File: config.mk
export PLATFORM = sky130hd
export DESIGN_NAME = lpf_obuf_reader
export DESIGN_NICKNAME = d
export VERILOG_FILES = /design/src/rtl/lpf_obuf_reader_pkg.sv /design/src/rtl/lpf_obuf_reader_skid_fifo2.sv /design/src/rtl/lpf_obuf_reader.sv
export SDC_FILE = /design/constraint.sdc
export NUM_CORES = 1
export LEC_CHECK = 0
export BUFFER_PORTS_ARGS = -buffer_cell sky130_fd_sc_hd__buf_2
export CAP_MARGIN = 15
export CELL_PAD_IN_SITES_DETAIL_PLACEMENT = 0
export CELL_PAD_IN_SITES_GLOBAL_PLACEMENT = 1
export CORE_ASPECT_RATIO = 1.25
export CORE_MARGIN = 5
export CORE_UTILIZATION = 42
export CTS_CLUSTER_SIZE = 16
export DETAILED_ROUTE_END_ITERATION = 10
export PLACE_DENSITY = 0.82
export SYNTH_ARGS = -nofsm -noshare
export SYNTH_HDL_FRONTEND = slang
export SYNTH_SLANG_ARGS = --single-unit
export TNS_END_PERCENT = 50
File: constraint.sdc
create_clock -name i_clk -period 3.3 [get_ports i_clk]
set_clock_uncertainty 0.2 [all_clocks]
set_input_delay 0.495 -clock i_clk [delete_from_list [all_inputs] [get_ports i_clk]]
set_output_delay 0.495 -clock i_clk [all_outputs]
set_load 0.01 [all_outputs]
File: src/rtl/lpf_obuf_reader_pkg.sv
// Shared definitions for the colour pipeline: RGB565 field layout, default
// raster geometry, and a helper that splits a 16-bit word into its fields.
package lpf_obuf_reader_pkg;

  localparam int unsigned PIX_W = 16;

  // RGB565 field positions
  localparam int unsigned R_MSB = 15;
  localparam int unsigned R_LSB = 11;
  localparam int unsigned G_MSB = 10;
  localparam int unsigned G_LSB = 5;
  localparam int unsigned B_MSB = 4;
  localparam int unsigned B_LSB = 0;

  // Default raster geometry
  localparam int unsigned H_ACTIVE_DEF = 640;
  localparam int unsigned V_ACTIVE_DEF = 480;
  localparam int unsigned X_W_DEF      = 10;
  localparam int unsigned Y_W_DEF      = 9;

  typedef struct packed {
    logic [R_MSB-R_LSB:0] r;
    logic [G_MSB-G_LSB:0] g;
    logic [B_MSB-B_LSB:0] b;
  } rgb565_t;

  function automatic rgb565_t rgb565_from_word(input logic [PIX_W-1:0] w);
    rgb565_t p;
    p.r = w[R_MSB:R_LSB];
    p.g = w[G_MSB:G_LSB];
    p.b = w[B_MSB:B_LSB];
    return p;
  endfunction

endpackage

File: src/rtl/lpf_obuf_reader_skid_fifo2.sv
// Two-entry register FIFO used as the skid buffer behind the filter output
// FIFO. Entry 0 is always the head, so the output needs no read mux.
// Ports:
//   i_clk, i_rstn  clock, async active-low reset
//   i_clear        synchronous clear (wins over push/pop)
//   i_push, i_data write one pixel
//   i_pop          remove head (ignored when empty)
//   o_head         head pixel
//   o_occ          occupancy 0..2
module lpf_obuf_reader_skid_fifo2
  import lpf_obuf_reader_pkg::*;
(
  input  logic             i_clk,
  input  logic             i_rstn,
  input  logic             i_clear,
  input  logic             i_push,
  input  logic [PIX_W-1:0] i_data,
  input  logic             i_pop,
  output logic [PIX_W-1:0] o_head,
  output logic [1:0]       o_occ
);

  logic [1:0] occ_q, occ_d;
  rgb565_t    ent0_q, ent0_d;
  rgb565_t    ent1_q, ent1_d;
  logic       do_pop;
  logic       do_push;
  logic [1:0] wr_idx;

  // Next-state: shift on pop, write into the first free slot after the pop.
  always_comb begin
    occ_d   = occ_q;
    ent0_d  = ent0_q;
    ent1_d  = ent1_q;
    do_pop  = i_pop && (occ_q != 2'd0);
    wr_idx  = occ_q - 2'(do_pop);
    do_push = i_push && (wr_idx != 2'd2);
    if (i_clear) begin
      occ_d = 2'd0;
    end else begin
      if (do_pop) begin
        ent0_d = ent1_q;
      end
      // A push into slot 0 overrides the shift, keeping FIFO order.
      if (do_push) begin
        if (wr_idx == 2'd0) begin
          ent0_d = rgb565_from_word(i_data);
        end else begin
          ent1_d = rgb565_from_word(i_data);
        end
      end
      occ_d = occ_q + 2'(do_push) - 2'(do_pop);
    end
  end

  always_ff @(posedge i_clk or negedge i_rstn) begin
    if (!i_rstn) begin
      occ_q  <= 2'd0;
      ent0_q <= '0;
      ent1_q <= '0;
    end else begin
      occ_q  <= occ_d;
      ent0_q <= ent0_d;
      ent1_q <= ent1_d;
    end
  end

  assign o_head = ent0_q;
  assign o_occ  = occ_q;

endmodule

File: src/rtl/lpf_obuf_reader.sv
// Drains the low-pass filter output FIFO and re-emits the pixels as a
// valid/ready stream tagged with raster coordinates and frame markers.
// The FIFO's one-cycle read latency is hidden by a 2-entry skid buffer.
// Ports:
//   i_clk, i_rstn        clock, async active-low reset
//   i_enable             permits new FIFO reads
//   i_flush              synchronous flush (shared with the filter)
//   o_obuf_rd            FIFO read strobe; data returns next cycle
//   i_obuf_data          RGB565 read data
//   i_obuf_empty         FIFO empty
//   o_valid/i_ready      output handshake
//   o_data, o_x, o_y     pixel and its coordinates
//   o_sof/o_eol/o_eof    frame markers, qualified by o_valid
//   o_frame_done         pulse the cycle after the eof handshake
module lpf_obuf_reader
  import lpf_obuf_reader_pkg::*;
#(
  parameter int unsigned H_ACTIVE = H_ACTIVE_DEF,
  parameter int unsigned V_ACTIVE = V_ACTIVE_DEF,
  parameter int unsigned X_W      = X_W_DEF,
  parameter int unsigned Y_W      = Y_W_DEF
) (
  input  logic             i_clk,
  input  logic             i_rstn,
  input  logic             i_enable,
  input  logic             i_flush,
  output logic             o_obuf_rd,
  input  logic [PIX_W-1:0] i_obuf_data,
  input  logic             i_obuf_empty,
  output logic             o_valid,
  input  logic             i_ready,
  output logic [PIX_W-1:0] o_data,
  output logic [X_W-1:0]   o_x,
  output logic [Y_W-1:0]   o_y,
  output logic             o_sof,
  output logic             o_eol,
  output logic             o_eof,
  output logic             o_frame_done
);

  localparam logic [X_W-1:0] X_LAST = X_W'(H_ACTIVE - 1);
  localparam logic [Y_W-1:0] Y_LAST = Y_W'(V_ACTIVE - 1);

  logic [1:0]       occ;
  logic [PIX_W-1:0] head;
  logic             inflight_q, inflight_d;
  logic [X_W-1:0]   x_q, x_d;
  logic [Y_W-1:0]   y_q, y_d;
  logic             frame_done_q, frame_done_d;
  logic             pop;
  logic             push;
  logic             rd;
  logic [2:0]       level;
  logic             at_sof, at_eol, at_eof;

  assign o_valid = (occ != 2'd0);
  assign pop     = o_valid & i_ready;

  // Entries held after this cycle's pop, counting the one in flight; a new
  // read is only allowed when its return is guaranteed a free slot.
  assign level = 3'(occ) + 3'(inflight_q) - 3'(pop);
  assign rd    = i_enable & ~i_flush & ~i_obuf_empty & (level < 3'd2);

  // A return landing in a flush cycle is dropped.
  assign push = inflight_q & ~i_flush;

  lpf_obuf_reader_skid_fifo2 u_skid (
    .i_clk   (i_clk),
    .i_rstn  (i_rstn),
    .i_clear (i_flush),
    .i_push  (push),
    .i_data  (i_obuf_data),
    .i_pop   (pop),
    .o_head  (head),
    .o_occ   (occ)
  );

  assign at_sof = (x_q == '0) && (y_q == '0);
  assign at_eol = (x_q == X_LAST);
  assign at_eof = at_eol && (y_q == Y_LAST);

  // Coordinate counters track the head pixel; flush has top priority.
  always_comb begin
    x_d          = x_q;
    y_d          = y_q;
    frame_done_d = 1'b0;
    inflight_d   = rd;
    if (i_flush) begin
      x_d = '0;
      y_d = '0;
    end else if (pop) begin
      frame_done_d = at_eof;
      if (at_eol) begin
        x_d = '0;
        y_d = (y_q == Y_LAST) ? '0 : y_q + Y_W'(1);
      end else begin
        x_d = x_q + X_W'(1);
      end
    end
  end

  always_ff @(posedge i_clk or negedge i_rstn) begin
    if (!i_rstn) begin
      inflight_q   <= 1'b0;
      x_q          <= '0;
      y_q          <= '0;
      frame_done_q <= 1'b0;
    end else begin
      inflight_q   <= inflight_d;
      x_q          <= x_d;
      y_q          <= y_d;
      frame_done_q <= frame_done_d;
    end
  end

  assign o_obuf_rd    = rd;
  assign o_data       = head;
  assign o_x          = x_q;
  assign o_y          = y_q;
  assign o_sof        = o_valid & at_sof;
  assign o_eol        = o_valid & at_eol;
  assign o_eof        = o_valid & at_eof;
  assign o_frame_done = frame_done_q;

endmodule

==> results.json <==
{
  "place_congestion": 0.791,
  "io_buffers": 62,
  "postCtsSetupBuffers": 0,
  "track_usage_pct": 15.9,
  "hp-start": "i_obuf_data[12]",
  "status": "completed",
  "rsz0062_at_grt": "no",
  "crit_start": "u_skid.o_occ[1]",
  "wirelength_um": 6440,
  "cp.required_ps": 2600,
  "busiest_layer": "met2",
  "timing.hold.ws_ps": 196,
  "ios": 63,
  "ys_ff_latch": 55,
  "clockRootBuffer": "clkbuf_8",
  "reg2reg_from": "u_skid.o_occ[1]",
  "antenna_found_initial": 0,
  "maxSlewViolCount": 0,
  "cts_sinks": 55,
  "grt_pass1_vias": 2273,
  "setup_violations": 0,
  "use_met1_pct": 18.5,
  "fin_crit_ps": 3100,
  "vdd_drop_max_mv": 0.356,
  "fp-row-count": 33,
  "vias_per_cell": 5.43,
  "critPathLaunchType": "flip-flop",
  "first_pass_iters": 7,
  "htreeDepth": 2,
  "multiInputGateArea_um2": 1310,
  "register_area_um2": 1380,
  "cts_buffers": 5,
  "critPathKind": "reg -> out",
  "synth_top_area_share_pct": 49.4,
  "die_y_um": 101,
  "nets": 355,
  "hpwl_um": 4610,
  "crit_path_frequent_cell": "inv_1",
  "nFillCells": 646,
  "vias": 2247,
  "leakage_nw": 1.53,
  "final_common_cell": "buf_2",
  "final-hold-violation-count": 0,
  "cpPeakStageDelay_ps": 490,
  "relSlewSlack_pct": 60.5,
  "layout-drive-gt1-share_pct": 30.3,
  "die_area_um2": 8370,
  "final_cell_mix": "buf_2, dfrtp_1, nand2_1",
  "gr-usage-met2_pct": 27.6,
  "yosys_warnings": 0,
  "route.detailed.drc": 0,
  "path_clk_slew_ps": 100,
  "max-cap-violations": 0,
  "mappedNetlistNets": 291,
  "wl_per_cell_um": 15.6,
  "drtIter0Drc": 102,
  "worstMarginPinSlew_ps": 593,
  "grt_first_pass_wirelength_um": 10900,
  "synthTopCellsByArea": "dfrtp_1, mux2_2, mux2i_1",
  "crit_path_top_delay_cell": "dfrtp_2",
  "clock_latency_ps": 300,
  "worstPathArrival_ps": 2400,
  "cts_tree": "done",
  "path_cells": "o21ai_2 -> inv_1 -> ha_1 -> inv_1 -> nand2_1 -> fa_1 -> nand4bb_1 -> nor2_1 -> buf_2",
  "cts_buffer_depth": 2,
  "fin_crit_sh_pct": 93.9,
  "syn2layout_area_growth_pct": 19.1,
  "setup-tns-final_ps": 0,
  "core_area_um2": 6520,
  "die_w_um": 82.8,
  "yosysUniqueCellTypes": 43,
  "worstSetupEndpointType": "output pin",
  "yosysSeqAreaShare_pct": 49.4,
  "synth_area_leader_cell": "dfrtp_1",
  "fmax_ghz": 0.323,
  "path_max_fanout": 8,
  "cellPowerDensity_nw_per_um2": 648,
  "grt_overflow": 0,
  "start_util_pct": 42.7,
  "synth_area_per_cell_um2": 10.6,
  "synth.cell_area_um2": 2790,
  "met3_usage_pct": 5.72,
  "antenna_cells": 0,
  "grt_max_degree": 31,
  "ant_nets": 0,
  "hp-class": "in -> reg",
  "synthCells": 262
}
synthesized netlist by cell type (all sizes together):
master	number
nand3	12
and3b	1
dfrtp	55
mux2i	16
o31ai	2
o21ai	21
mux2	16
o2111ai	2
nand2b	3
clkbuf	6
buf	6
o211ai	2
nor2	15
nand2	25
or3	3
fa	1
and4	3
ha	6
a31oi	1
nand4bb	3
xnor2	3
o22ai	1
a21oi	8
xor2	7
nor4	3
and4bb	1
nor2b	2
inv	10
o32a	2
and2	1
nor3	5
o22a	2
nor4b	2
or4	1
a41oi	5
nand4	7
and3	3
critical path: cells and delay by family, from the launching register on:
| kind | cells | cell delay, ps |
|---|---|---|
| fa+ha+maj | 2 | 800 |
| compound gates | 1 | 160 |
| buf+inv | 3 | 330 |
| flops | 1 | 490 |
| simple gates | 3 | 320 |
layer usage:
layer / vias to the layer above / routed length (um)
li1: 1077 / -
met1: 1091 / 2760
met2: 71 / 3100
met3: 8 / 493
met4: 0 / 87
met5: - / 0
power by group:
group / total, mW / switching (mW) / internal, mW
combinational: 0.698 / 0.367 / 0.331
sequential: 0.977 / 0.119 / 0.857
clock: 0.476 / 0.226 / 0.250
total: 2.15 / 0.713 / 1.44
repair_timing:
item	in CTS	in global routing
hold buffers	1	0
setup endpoints to repair	0	1
hold endpoints to repair	24	0
gates resized for setup	0	1
sequential cells by signal, indices dropped and copies added (netlist names):
signal	flops
o_x	10
u_skid.o_head	16
u_skid.o_occ	2
inflight_q	1
u_skid.ent1_q	16
o_y	9
o_frame_done	1
cell type report:
class | instances | area share [%]
clock buffer | 6 | 2.49
clock inverter | 2 | 1.17
inverter | 10 | 1.13
multi-input combinational | 185 | 39.4
sequential | 55 | 41.5
tap | 87 | 3.28
timing repair buffer | 69 | 11.0
logic make-up (layout without fill, tap and decap cells):
| kind of cell | Yosys count | in the layout | share of synthesized area, % |
|---|---|---|---|
| adder cells (fa/ha/maj) | 7 | 7 | 3.41 |
| XOR/XNOR | 10 | 10 | 3.14 |
| AND/OR/NAND/NOR | 90 | 90 | 17.3 |
| flip-flops | 55 | 55 | 49.4 |
| multiplexers | 32 | 32 | 12.2 |
| buffers and inverters | 22 | 87 | 3.91 |
| AO/OA/AOI/OAI | 46 | 46 | 10.6 |
per-stage QoR:
step	cells	total power [mW]	setup WS [ps]	utilization (%)	cell area (um2)
2_1_floorplan	262	1.44	233	-	2790
3_5_place_dp	405	1.70	475	48.8	3190
6_report	414	2.15	200	50.9	3320
5_1_grt	414	2.31	18.9	50.9	3320
3_3_place_gp	405	1.68	510	48.8	3190
4_1_cts	414	2.19	109	50.8	3320
path summary, 6_finish.rpt:
path                                     end  slack [ps]  cells after the start
max                                o_obuf_rd         200                      9
min reg2reg                 u_skid.ent1_q[3]         310                      1
min                        u_skid.o_head[12]         200                      3
min in group asynchronous             o_y[2]         520                      2
max reg2reg                       inflight_q        1080                      8
max in group asynchronous   u_skid.o_head[3]        1570                      3
Power figures use the tool's default switching activity.
